File: src/rtl/cpu_pkg.sv
// Shared definitions for the fetch unit and its interpreter neighbour:
// jump-select encodings, the halt opcode and the fetch state encoding.
package cpu_pkg;

  localparam logic [1:0] JMP_SEQ = 2'd0;
  localparam logic [1:0] JMP_REL = 2'd1;
  localparam logic [1:0] JMP_REG = 2'd2;
  localparam logic [1:0] JMP_ABS = 2'd3;

  localparam logic [5:0] OP_HALT = 6'd0;

  typedef enum logic [1:0] {
    FS_REQ   = 2'd0,
    FS_ISSUE = 2'd1,
    FS_HALT  = 2'd2
  } fetch_state_e;

  localparam logic [1:0] ST_REQ   = FS_REQ;
  localparam logic [1:0] ST_ISSUE = FS_ISSUE;
  localparam logic [1:0] ST_HALT  = FS_HALT;

  // Word offset from a signed 16-bit immediate, scaled to bytes.
  function automatic logic [31:0] rel_offset(input logic [15:0] imm);
    return {{14{imm[15]}}, imm, 2'b00};
  endfunction

endpackage

File: src/rtl/next_pc_calc.sv
// Combinational next-PC selection from the interpreter's jump encoding,
// with detection of a misaligned register jump target.
module next_pc_calc
  import cpu_pkg::*;
(
  input  logic [31:0] i_pc,
  input  logic [1:0]  i_jump_sel,
  input  logic        i_branch_taken,
  input  logic [31:0] i_jump_reg_val,
  input  logic [15:0] i_jump_imm16,
  output logic [31:0] o_next_pc,
  output logic        o_misalign
);

  logic [31:0] w_seq_pc;

  assign w_seq_pc = i_pc + 32'd4;

  always_comb begin
    o_next_pc  = w_seq_pc;
    o_misalign = 1'b0;
    case (i_jump_sel)
      JMP_SEQ: o_next_pc = w_seq_pc;
      JMP_REL: begin
        if (i_branch_taken) o_next_pc = i_pc + rel_offset(i_jump_imm16);
      end
      // Low address bits are forced to zero; the caller decides whether to flag it.
      JMP_REG: begin
        o_next_pc  = {i_jump_reg_val[31:2], 2'b00};
        o_misalign = |i_jump_reg_val[1:0];
      end
      JMP_ABS: o_next_pc = {i_pc[31:18], i_jump_imm16, 2'b00};
      default: o_next_pc = w_seq_pc;
    endcase
  end

endmodule

File: src/rtl/instr_fetch_unit.sv
// Single-issue instruction fetch: owns the PC, fetches over req/ack, holds the
// word for the interpreter and advances the PC when execution completes.
module instr_fetch_unit
  import cpu_pkg::*;
#(
  parameter logic [31:0] RESET_PC = 32'h0000_0000,
  parameter int          CNT_W    = 32
) (
  input  logic             clk,
  input  logic             rst,
  output logic             imem_req,
  output logic [31:0]      imem_addr,
  input  logic             imem_ack,
  input  logic [31:0]      imem_rdata,
  output logic [31:0]      instr_out,
  output logic             instr_valid,
  output logic [31:0]      pc_out,
  input  logic             exec_done,
  input  logic [1:0]       jump_sel,
  input  logic             branch_taken,
  input  logic [31:0]      jump_reg_val,
  input  logic [15:0]      jump_imm16,
  input  logic             pc_enable,
  output logic             halted,
  output logic             misalign,
  output logic [CNT_W-1:0] retired
);

  logic [1:0]       r_state;
  logic [31:0]      r_pc;
  logic [31:0]      r_instr;
  logic             r_halted;
  logic             r_misalign;
  logic [CNT_W-1:0] r_retired;

  logic [31:0]      w_next_pc;
  logic             w_misalign;

  function automatic logic [CNT_W-1:0] sat_inc(input logic [CNT_W-1:0] v);
    return (v == {CNT_W{1'b1}}) ? v : v + CNT_W'(1);
  endfunction

  next_pc_calc u_next_pc (
    .i_pc           (r_pc),
    .i_jump_sel     (jump_sel),
    .i_branch_taken (branch_taken),
    .i_jump_reg_val (jump_reg_val),
    .i_jump_imm16   (jump_imm16),
    .o_next_pc      (w_next_pc),
    .o_misalign     (w_misalign)
  );

  // Request is masked during reset so an in-flight handshake is visibly dropped.
  assign imem_req    = (r_state == ST_REQ) && !rst;
  assign imem_addr   = r_pc;
  assign instr_valid = (r_state == ST_ISSUE);
  assign instr_out   = r_instr;
  assign pc_out      = r_pc;
  assign halted      = r_halted;
  assign misalign    = r_misalign;
  assign retired     = r_retired;

  always_ff @(posedge clk) begin
    if (rst) begin
      r_state    <= ST_REQ;
      r_pc       <= RESET_PC;
      r_instr    <= 32'd0;
      r_halted   <= 1'b0;
      r_misalign <= 1'b0;
      r_retired  <= '0;
    end else begin
      r_misalign <= 1'b0;
      case (r_state)
        ST_REQ: begin
          if (imem_ack) begin
            r_instr <= imem_rdata;
            r_state <= ST_ISSUE;
          end
        end
        ST_ISSUE: begin
          if (exec_done) begin
            r_retired <= sat_inc(r_retired);
            if (!pc_enable) begin
              r_state  <= ST_HALT;
              r_halted <= 1'b1;
            end else begin
              r_pc       <= w_next_pc;
              r_misalign <= w_misalign;
              r_state    <= ST_REQ;
            end
          end
        end
        ST_HALT: r_state <= ST_HALT;
        default: r_state <= ST_REQ;
      endcase
    end
  end

endmodule

File: config.mk
export PLATFORM = sky130hd
export DESIGN_NAME = instr_fetch_unit
export DESIGN_NICKNAME = d
export VERILOG_FILES = /design/src/rtl/cpu_pkg.sv /design/src/rtl/next_pc_calc.sv /design/src/rtl/instr_fetch_unit.sv
export SDC_FILE = /design/constraint.sdc
export NUM_CORES = 1
export LEC_CHECK = 0
export ABC_AREA = 1
export CAP_MARGIN = 20
export CORE_MARGIN = 3
export CORE_UTILIZATION = 55
export CTS_BUF_LIST = sky130_fd_sc_hd__clkbuf_8
export DETAILED_ROUTE_END_ITERATION = 10
export PLACE_DENSITY = 0.89
export SLEW_MARGIN = 20
export SYNTH_ARGS = -nofsm -noshare
export SYNTH_HDL_FRONTEND = slang
export SYNTH_SLANG_ARGS = --single-unit
File: constraint.sdc
create_clock -name clk -period 5.9 [get_ports clk]
set_input_delay 1.18 -clock clk [delete_from_list [all_inputs] [get_ports clk]]
set_output_delay 1.18 -clock clk [all_outputs]
set_load 0.1 [all_outputs]
* After elaboration in Yosys (flattened, before gate mapping) *
Index checks and enable logic that the tools add are counted.

operators by class
  equality and inequality tests = 8
  muxes and demuxes = 6
  bitwise gates (word level) = 6
  reduce and logical (&&, ||, !) cells = 12
  add/sub/neg operators = 3

operators by type and width
  kind                                                 count
  one-hot mux 32 bit (4 select lines)                  1
  adder 32 x 1 -> 32 bit, second input constant        1
  adder 32 x 3 -> 32 bit, second input constant        1
  adder 32 bit                                         1
  equality test 32 bit, second input constant          1
  two-way mux 32 bit                                   1
  AND reduction 3 bit                                  3
  equality test 2 bit, second input constant           3
  two-way mux 2 bit                                    3
  inverter 1 bit                                       6
  one-hot mux 2 bit (3 select lines)                   1
  OR reduction 5 bit                                   1
  equality test 2 x 1 -> 1 bit, second input constant  2
  logical NOT 2 bit                                    2
  AND reduction 2 bit                                  2
  AND reduction 4 bit                                  1
  != test 2 x 1 -> 1 bit, second input constant        1
  != test 2 bit, second input constant                 1
  OR reduction 2 bit                                   1
  logical AND 1 bit                                    1
  logical NOT 1 bit                                    1

storage, ports and cells
  logic and storage cells = 42
  input bits = 88
  flip-flop bits (word level) = 100
  output and inout port bits = 132

* Longest topological paths before layout *
Gate-level depths: netlist of run 1.

  depth after elaboration = 3
  mapped depth = 16
  mapped depth without buffers = 16

* Hierarchy *
A second synthesis of run 1 with hierarchy kept.

second synthesis, totals
  cells, all modules = 1566
  area total of the unflattened synthesis = 8927.3 sq um

by module, submodules not included
  module            instances  area an instance (sq um)  cells an instance  seq. area each (sq um)
  instr_fetch_unit  1          4697.0                    677                2001.9
  next_pc_calc      1          4230.3                    889                0.0

* Least setup slack after synthesis of run 1 *
Ideal clock, no wire load.

  kind = input to output
  from = input rst
  to = output imem_req
  slack = 1.871 ns
  data arrival time = 2.849 ns
  stages = 3
  required time = 4.720 ns
  path buffers = 2
  cells stage by stage = clkbuf_1 -> buf_1 -> nor2_1

on the way
  cells in the longest elaborated chain, start to end = 2

RTL lines
  item                line                    text
  start: declaration  instr_fetch_unit.sv:10  input logic rst,
  logical NOT 1 bit   instr_fetch_unit.sv:54  assign imem_req = (r_state == ST_REQ) && !rst;
  logical AND 1 bit   instr_fetch_unit.sv:54
  end: declaration    instr_fetch_unit.sv:11  output logic imem_req,

Every way passes these cells.

* Worst setup path after layout of run 1 *
Same ends and word-level chain as after synthesis.

==> impl_metrics.ini, run 1 <==
[run_status]
status = finished clean

[worst_setup_path]
critPathKind = input pin to primary output
endpoint_kind = primary output
required_ps = 4720
crit_arrival_ps = 2550
start_kind = input pin
crit_path_max_fanout = 2

[detailed_routing]
wirelength_um = 29000
drt_pre_antenna_iters = 6
wl_per_cell_um = 16.93
drt_iter0_drc = 1226
vias = 9751
drc = 0
final_antenna_net_count = 0
vias_per_cell = 5.692

[global_route]
grt_usage = 0.3450
grt_pass1_vias = 8800
grt_max_degree = 47
overflow = 0
antenna_found_initial = 0
grt_pass1_wl_um = 45530

[cells_and_area]
syn_to_final_growth_pct = 27.23
n_antenna_cell = 0
layout_commonest_cell = nand2_1
fill_cells = 1221
fin_nets = 1648
instances_no_fill = 1713
final_core_util = 0.7313
final_cell_mix = 376 x nand2_1, 214 x clkdlybuf4s50_1, 168 x nor2_1, 150 x inv_1, 107 x a21oi_1
drive_gt1_frac = 0.04892

[yosys]
synth_seq_area_share = 0.2403
synth_cells = 1365
synth_warnings = 0
netlist_area_um2 = 8164
synth_edf_count = 0
yosys_register_bits = 98
async_flop_share = 0
avgSynthCellArea_um2 = 5.981
synthDistinctLibCells = 48
synth_ff_type = dfxtp_1

[sta]
skew_ps = 9.690
period_share = 0.6324
fin_ws_ps = 2169
setup_viol = 0
setup_tns_ps = 0
grt_setup_unrepaired = no
timing.fmax_mhz = 268.0
hold_viol_final = 0
fin_crit_ps = 3731
finalMaxSlewViolations = 0
relSlewSlack = 0.3023
worstMarginPinSlew_ps = 1043

[placement]
portBuffers = 215
dp_worst_setup_slack_ps = 1880
dpl.cell_count = 1697
gp_congestion = 1.020
dp_hpwl_um = 22340

[clocking]
htreeDepth = 3
clock_latency_ps = 380
path_clk_slew_ps = 110
cts.path.max_buffers = 2
postCtsSetupBuffers = 0
post_cts_resized = 0
cts_buffers = 9
clock_sinks = 98
cts_hold_buf = 0
cts_tree = yes
cts_root_buf = clkbuf_8

[pwr]
p_sw_frac = 0.4687
vdd_drop_max_v = 0.0002492
pwr-share-clk = 0.229
p_switching_uw = 1016
powerDensity_nw_per_um2 = 208.7
comb_power_share = 0.424
p_leak_uw = 0.004404
power.share.sequential = 0.347
p_int_uw = 1152

[die]
initial_core_util = 0.5748
die_h_um = 127.8
io_pins = 220
row_count = 43
dieArea_um2 = 16340
dieWidth_um = 127.8
core_um2 = 14200

[job]
cap_viol_max_count = 0

[min_path]
hold_class = flop to flop
==> metrics by stage <==
step | hold WS [ps] | area, um^2 | power, uW
global placement | 444.7 | 10160 | 1673
CTS | 486.3 | 10390 | 2159
global route | 527.2 | 10390 | 2250
floorplan | 497.0 | 8175 | 1433
detailed placement | 460.7 | 10160 | 1678
finish | 486.8 | 10390 | 2168
==> cell families after synthesis <==
logic type,count (synthesis),synth area share
adders and majority gates,32,0.04996
and+or+nand+nor,730,0.3907
xor gates and xnor gates,35,0.03755
DFF,98,0.2403
other,1,0.0004593
buffers and inverters,233,0.1255
AOI/OAI and AO/OA,236,0.1556
==> registers in the layout (all words and copies together) (netlist names) <==
register and count:
r_state 2, instr_out 32, retired 32, imem_addr 30, halted 1, misalign 1
==> synth_stat cells, types with 2 or more instances <==
| cell | instances | area share |
|---|---|---|
| a211oi_1 | 3 | 0.0028 |
| a21o_1 | 2 | 0.0018 |
| a21oi_1 | 107 | 0.066 |
| a221oi_1 | 8 | 0.0086 |
| a31oi_1 | 5 | 0.0038 |
| and2_1 | 3 | 0.0023 |
| buf_1 | 5 | 0.0023 |
| buf_2 | 3 | 0.0018 |
| buf_4 | 35 | 0.032 |
| buf_6 | 2 | 0.0028 |
| clkbuf_1 | 25 | 0.011 |
| dfxtp_1 | 98 | 0.24 |
| ha_1 | 31 | 0.048 |
| inv_1 | 150 | 0.069 |
| inv_2 | 12 | 0.0055 |
| nand2_1 | 376 | 0.17 |
| nand2_2 | 5 | 0.0038 |
| nand3_1 | 84 | 0.051 |
| nand3_2 | 2 | 0.0025 |
| nand3b_1 | 3 | 0.0028 |
| nand4_1 | 20 | 0.015 |
| nor2_1 | 169 | 0.078 |
| nor2_2 | 9 | 0.0069 |
| nor2_4 | 6 | 0.0083 |
| nor3_1 | 29 | 0.018 |
| nor3_2 | 4 | 0.0049 |
| nor3_4 | 2 | 0.0040 |
| nor3b_2 | 2 | 0.0031 |
| nor4_1 | 6 | 0.0046 |
| nor4_2 | 2 | 0.0031 |
| o211ai_1 | 3 | 0.0028 |
| o21a_1 | 2 | 0.0018 |
| o21ai_0 | 81 | 0.050 |
| o21ai_1 | 15 | 0.0092 |
| o21bai_1 | 5 | 0.0046 |
| or2_2 | 6 | 0.0046 |
| xnor2_1 | 7 | 0.0075 |
| xor2_1 | 28 | 0.030 |
==> metal layers <==
metal,vias to the layer above,track usage,part of all wire
met5,-,0,0
met4,0,0.1011,0.032
met3,77,0.05917,0.10
met2,572,0.5490,0.45
met1,4384,0.4804,0.42
li1,4718,-,-
==> power by group through the flow <==
| stage | logic, uW | registers [uW] | clock network (uW) |
|---|---|---|---|
| finish | 919 | 753 | 496 |
| global route | 971 | 758 | 521 |
| CTS | 916 | 752 | 491 |
| detailed placement | 912 | 766 | 0 |
| global placement | 908 | 764 | 0 |
| floorplan | 334 | 1100 | 0 |
==> layout make-up <==
type,instances,area (um^2),area share
Multi-Input combinational cell,1037,5191,0.4998
Timing Repair Buffer,219,2177,0.2096
Sequential cell,98,1962,0.1889
Inverter,163,611.8,0.05890
Tap cell,180,225.2,0.02168
Clock buffer,9,123.9,0.01192
Clock inverter,7,96.34,0.009275
==> critical path, stage by stage <==
cell             delay (ps)
buf_2                   100
nor2_1                   90
clkdlybuf4s50_1        1180
==> path summary, 6_finish.rpt <==
check | from | end | slack [ps] | cells after the start
setup / recovery | rst | imem_req | 2170 | 3
hold / removal | halted$_SDFFE_PP0P_ | halted$_SDFFE_PP0P_ | 490 | 2
setup reg to reg | imem_addr[2]$_SDFFE_PP0P_ | imem_addr[12]$_SDFFE_PP0P_ | 3210 | 14
hold reg to reg | halted$_SDFFE_PP0P_ | halted$_SDFFE_PP0P_ | 490 | 2
Power figures use the tool's default switching activity.
==> run 2: changes to the inputs <==
--- a/config.mk
+++ b/config.mk
@@ -8,10 +8,10 @@
 export ABC_AREA = 1
 export CAP_MARGIN = 20
 export CORE_MARGIN = 3
-export CORE_UTILIZATION = 55
+export CORE_UTILIZATION = 51
 export CTS_BUF_LIST = sky130_fd_sc_hd__clkbuf_8
 export DETAILED_ROUTE_END_ITERATION = 10
-export PLACE_DENSITY = 0.89
+export PLACE_DENSITY = 0.84
 export SLEW_MARGIN = 20
 export SYNTH_ARGS = -nofsm -noshare
 export SYNTH_HDL_FRONTEND = slang
==> constraint.sdc (replaced) <==
create_clock -name clk -period 3.8 [get_ports clk]
set_input_delay 0.76 -clock clk [delete_from_list [all_inputs] [get_ports clk]]
set_output_delay 0.76 -clock clk [all_outputs]
set_load 0.1 [all_outputs]
==> run 2 against run 1 <==
Effect of this change: count of clock-buffer cells in the layout stayed put; clock skew down 2.8 ps; utilization fell by 5.5 points; hold slack got worse by 4.4 ps; final cell count increased by 2.4%; non-clock buffer count increased by 11; sequential power up 55%; clock power grew 29%; critical path depth grew 10; sequential share of layout area is 0.090 points lower; first-iteration DRC count shrank 27%; sequential cell count unchanged; highest routed layer unchanged.
==> impl_metrics.ini, run 2 (synthesis gave the netlist of run 1 again) <==
[run_status]
status = finished clean

[pwr]
powerDensity_nw_per_um2 = 311.5
vdd_drop_max_v = 0.0003147
p_leak_uw = 0.004466

[clocking]
htreeDepth = 3
cts_root_buf = clkbuf_8
postCtsSetupBuffers = 0
clock_sinks = 98
cts_hold_buf = 0
cts_buffers = 9
cts.path.max_buffers = 2
clock_latency_ps = 380
post_cts_resized = 0
cts_tree = yes
path_clk_slew_ps = 100

[worst_setup_path]
crit_path_max_fanout = 16
timing.rr.end = imem_addr[28]$_SDFFE_PP0P_
start_kind = input pin
rr_worst_depth = 14
critPathKind = input pin to flop
r2r_slack_ps = 1170
required_ps = 4110
endpoint_kind = flop
timing.rr.start = imem_addr[2]$_SDFFE_PP0P_
crit_arrival_ps = 3500

[placement]
portBuffers = 215
dp_hpwl_um = 22460
gp_congestion = 1.029
place_area_um2 = 10250
dpl.cell_count = 1738

[die]
row_count = 45
die_h_um = 132.5
dieWidth_um = 132.5
initial_core_util = 0.5292
core_um2 = 15430
dieArea_um2 = 17560
io_pins = 220

[cells_and_area]
drive_gt1_frac = 0.06157
layout_commonest_cell = nand2_1
stdcell_area_um2 = 10440
final_core_util = 0.6766
fill_cells = 1460
final_cell_mix = 376 x nand2_1, 203 x clkdlybuf4s50_1, 169 x nor2_1, 150 x inv_1, 107 x a21oi_1
n_antenna_cell = 0
fin_nets = 1659
syn_to_final_growth_pct = 27.85
instances_no_fill = 1754

[sta]
finalMaxSlewViolations = 0
timing.fmax_mhz = 313.8
hold_viol_final = 0
setup_viol = 0
worstMarginPinSlew_ps = 1045
grt_setup_unrepaired = no
period_share = 0.8387
setup_tns_ps = 0
skew_ps = 6.917
fin_crit_ps = 3187
relSlewSlack = 0.3013

[detailed_routing]
wl_per_cell_um = 16.51
drt_pre_antenna_iters = 6
drt_iter0_drc = 898
vias = 9685
drc = 0
final_antenna_net_count = 0
wirelength_um = 28960
vias_per_cell = 5.522

[min_path]
min_to = halted$_SDFFE_PP0P_
worstHoldStart = halted$_SDFFE_PP0P_
hold_class = flop to flop
holdPathStages = 2

[global_route]
grt_usage = 0.3167
grt_max_degree = 46
grt_pass1_vias = 9081
antenna_found_initial = 0
overflow = 0
grt_pass1_wl_um = 45660

[job]
cap_viol_max_count = 0
run 2: worst max path at each step:
stage                              start                         end  cells past startpoint
after floorplan                      rst                    imem_req                      3
after global placement    jump_imm16[15]  imem_addr[29]$_SDFFE_PP0P_                     13
after detailed placement  jump_imm16[15]  imem_addr[29]$_SDFFE_PP0P_                     13
after CTS                 jump_imm16[15]  imem_addr[29]$_SDFFE_PP0P_                     13
after global routing      jump_imm16[15]  imem_addr[29]$_SDFFE_PP0P_                     13
final                     jump_imm16[15]  imem_addr[29]$_SDFFE_PP0P_                     13
run 2: final cells by class:
type                            instances  area, um^2  share of cell area
Clock buffer                            9       123.9             0.01187
Clock inverter                          6       47.55            0.004555
Inverter                              163       611.8             0.05862
Multi-Input combinational cell       1037        5189              0.4971
Sequential cell                        98        1962              0.1880
Tap cell                              211       264.0             0.02529
Timing Repair Buffer                  230        2240              0.2146
run 2: metal layers:
| metal | wire length (um) | vias to the layer above | part of all wire | GRT usage |
|---|---|---|---|---|
| li1 | - | 4733 | - | - |
| met1 | 12130 | 4346 | 0.42 | 0.4155 |
| met2 | 12650 | 525 | 0.44 | 0.5011 |
| met3 | 3000 | 81 | 0.10 | 0.07719 |
| met4 | 1183 | 0 | 0.041 | 0.1276 |
| met5 | 0 | - | 0 | 0 |
run 2: power by group:
part           leakage [uW]  internal, uW  switching, uW  total, uW
logic               0.00358           369           1080       1440
registers          0.000799          1100           62.3       1170
clock network     0.0000922           244            397        642
total               0.00447          1720           1530       3250
run 2: worst max-delay path: stages:
cell and delay (ps):
clkdlybuf4s50_1 810, ha_1 580, nand2_1 120, nor2_1 260, and2_1 200, nand3_1 120, nand3_1 150, nand2_1 110
nand2_1 70, nand2_1 50, nand3_1 70, nand3_1 70, a21oi_1 120
run 2: through the flow:
stage / setup slack, ps / hold slack (ps) / total power, uW
after floorplan: 611.0 / 497.0 / 2225
after global placement: 419.9 / 450.3 / 2599
final: 613.1 / 482.3 / 3251
after global routing: 461.0 / 507.2 / 3382
after detailed placement: 327.7 / 463.3 / 2612
after CTS: 717.4 / 486.8 / 3252
==> run 3: changes to the inputs <==
--- a/config.mk
+++ b/config.mk
@@ -8,10 +8,10 @@
 export ABC_AREA = 1
 export CAP_MARGIN = 20
 export CORE_MARGIN = 3
-export CORE_UTILIZATION = 51
+export CORE_UTILIZATION = 46
 export CTS_BUF_LIST = sky130_fd_sc_hd__clkbuf_8
 export DETAILED_ROUTE_END_ITERATION = 10
-export PLACE_DENSITY = 0.84
+export PLACE_DENSITY = 0.8
 export SLEW_MARGIN = 20
 export SYNTH_ARGS = -nofsm -noshare
 export SYNTH_HDL_FRONTEND = slang
==> constraint.sdc (replaced) <==
create_clock -name clk -period 2.7 [get_ports clk]
set_input_delay 0.54 -clock clk [delete_from_list [all_inputs] [get_ports clk]]
set_output_delay 0.54 -clock clk [all_outputs]
set_load 0.1 [all_outputs]
==> run 3 against run 2 <==
Effect of this change: count of clock-buffer cells in the layout stayed put; sequential share of layout area is 0.47 points lower; critical path type unchanged; clock skew is 9.4 ps higher; wire length is 1.3% higher; combinational power is 44% higher; via count is 1.2% higher; sequential power is 39% higher; critical path depth is 1 higher; clock power is 56% higher; utilization is 5.9 points lower.
==> impl_metrics.ini, run 3 (synthesis gave the netlist of run 1 again) <==
[cells_and_area]
multi_input_area_um2 = 5191
fill_cells = 1641
n_antenna_cell = 0
syn_to_final_growth_pct = 31.29
seq_area_um2 = 1964
layout_commonest_cell = nand2_1
drive_gt1_frac = 0.1736
fin_nets = 1722
final_cell_mix = 376 x nand2_1, 202 x buf_4, 168 x nor2_1, 150 x inv_1, 107 x a21oi_1

[die]
initial_core_util = 0.4704
io_pins = 220
die_h_um = 139.2
dieArea_um2 = 19380
dieWidth_um = 139.2
row_count = 48
core_um2 = 17360

[sta]
period_share = 0.9206
grt_setup_unrepaired = no
hold_viol_final = 0
finalMaxSlewViolations = 0
relSlewSlack = 0.3490
timing.fmax_mhz = 402.3
fin_ws_ps = 214.4
worstMarginPinSlew_ps = 975.4
holdWs_ps = 445.2
setup_viol = 0
skew_ps = 16.36
fin_crit_ps = 2486

[pwr]
powerDensity_nw_per_um2 = 438.9
p_leak_uw = 0.005034
vdd_drop_max_v = 0.0005294
report.power.total_uw = 4705

[clocking]
clock_latency_ps = 390
post_cts_resized = 0
cts_buffers = 9
cts_root_buf = clkbuf_8
cts_hold_buf = 0
postCtsSetupBuffers = 0
clock_sinks = 98
path_clk_slew_ps = 110
htreeDepth = 3
cts.path.max_buffers = 2
cts_tree = yes

[global_route]
overflow = 0
grt_pass1_vias = 8963
antenna_found_initial = 0
grt_max_degree = 46
grt_usage = 0.2863
grt_pass1_wl_um = 45550

[worst_setup_path]
start_kind = input pin
required_ps = 3030
crit_arrival_ps = 2810
endpoint_kind = flop
crit_path_max_fanout = 4
critPathKind = input pin to flop

[detailed_routing]
vias_per_cell = 5.348
final_antenna_net_count = 0
vias = 9798
drc = 0
drt_iter0_drc = 802
drt_pre_antenna_iters = 7
wirelength_um = 29330
wl_per_cell_um = 16.01

[placement]
gp_congestion = 0.9972
portBuffers = 215
dp_worst_setup_slack_ps = -145.0
dp_hpwl_um = 23580

[run_status]
status = finished clean

[min_path]
hold_class = input pin to flop

[job]
cap_viol_max_count = 0
run 3: cell count changes in the layout (fill, tap and decap cells not counted), sizes merged:
cell	previous run	this run
buf	27	207
clkdlybuf4s50	203	86
clkinv	3	5
inv	166	165
run 3: final timing paths:
path                                   start                    endpoint  slack, ps  depth (start not counted)
setup / recovery               jump_imm16[9]  imem_addr[29]$_SDFFE_PP0P_        210                         14
hold / removal                           rst   imem_addr[2]$_SDFFE_PP0P_        450                          2
setup reg to reg  imem_addr[10]$_SDFFE_PP0P_  imem_addr[29]$_SDFFE_PP0P_        380                         13
hold reg to reg      retired[3]$_SDFFE_PP0P_     retired[4]$_SDFFE_PP0P_        500                          2
run 3: stage by stage:
step | util | TNS (ps) | cells | instance area, um^2
after global placement | 0.6056 | -767.0 | 1816 | 10510
after global routing | 0.6176 | 0 | 1832 | 10720
after CTS | 0.6176 | 0 | 1832 | 10720
final | 0.6176 | 0 | 1832 | 10720
after floorplan | - | 0 | 1368 | 8180
after detailed placement | 0.6056 | -1331 | 1816 | 10510
run 3: per-layer routing:
layer	wire length, um	global-route usage	up-vias	part of all wire
met1	12400	0.3844	4418	0.42
li1	-	-	4869	-
met4	1022	0.09732	0	0.035
met5	0	0	-	0
met2	13050	0.4547	448	0.45
met3	2853	0.06529	63	0.097
run 3: area by class of cell:
class	instances	area share
multi-input cells	1037	0.4843
flip-flops and latches	98	0.1833
well taps	225	0.02626
repair buffers	293	0.2297
clock buffers	9	0.01156
clock inverters	7	0.007821
inverters	163	0.05708
run 3: power by group:
| part | switching, uW | total [uW] | internal [uW] |
|---|---|---|---|
| Combinational | 1530 | 2070 | 542 |
| Clock | 631 | 1000 | 374 |
| Sequential | 72.9 | 1630 | 1550 |
run 3: worst max-delay path: stages:
cell and delay [ps]:
clkdlybuf4s50_1 460, ha_1 350, nand2_1 130, nor2_1 160, inv_1 50, nor2_1 280, nand3_1 160, nand3_1 170
nand2_1 80, nand2_1 60, nand2_1 50, nand3_1 100, nand3_1 80, a21oi_1 130
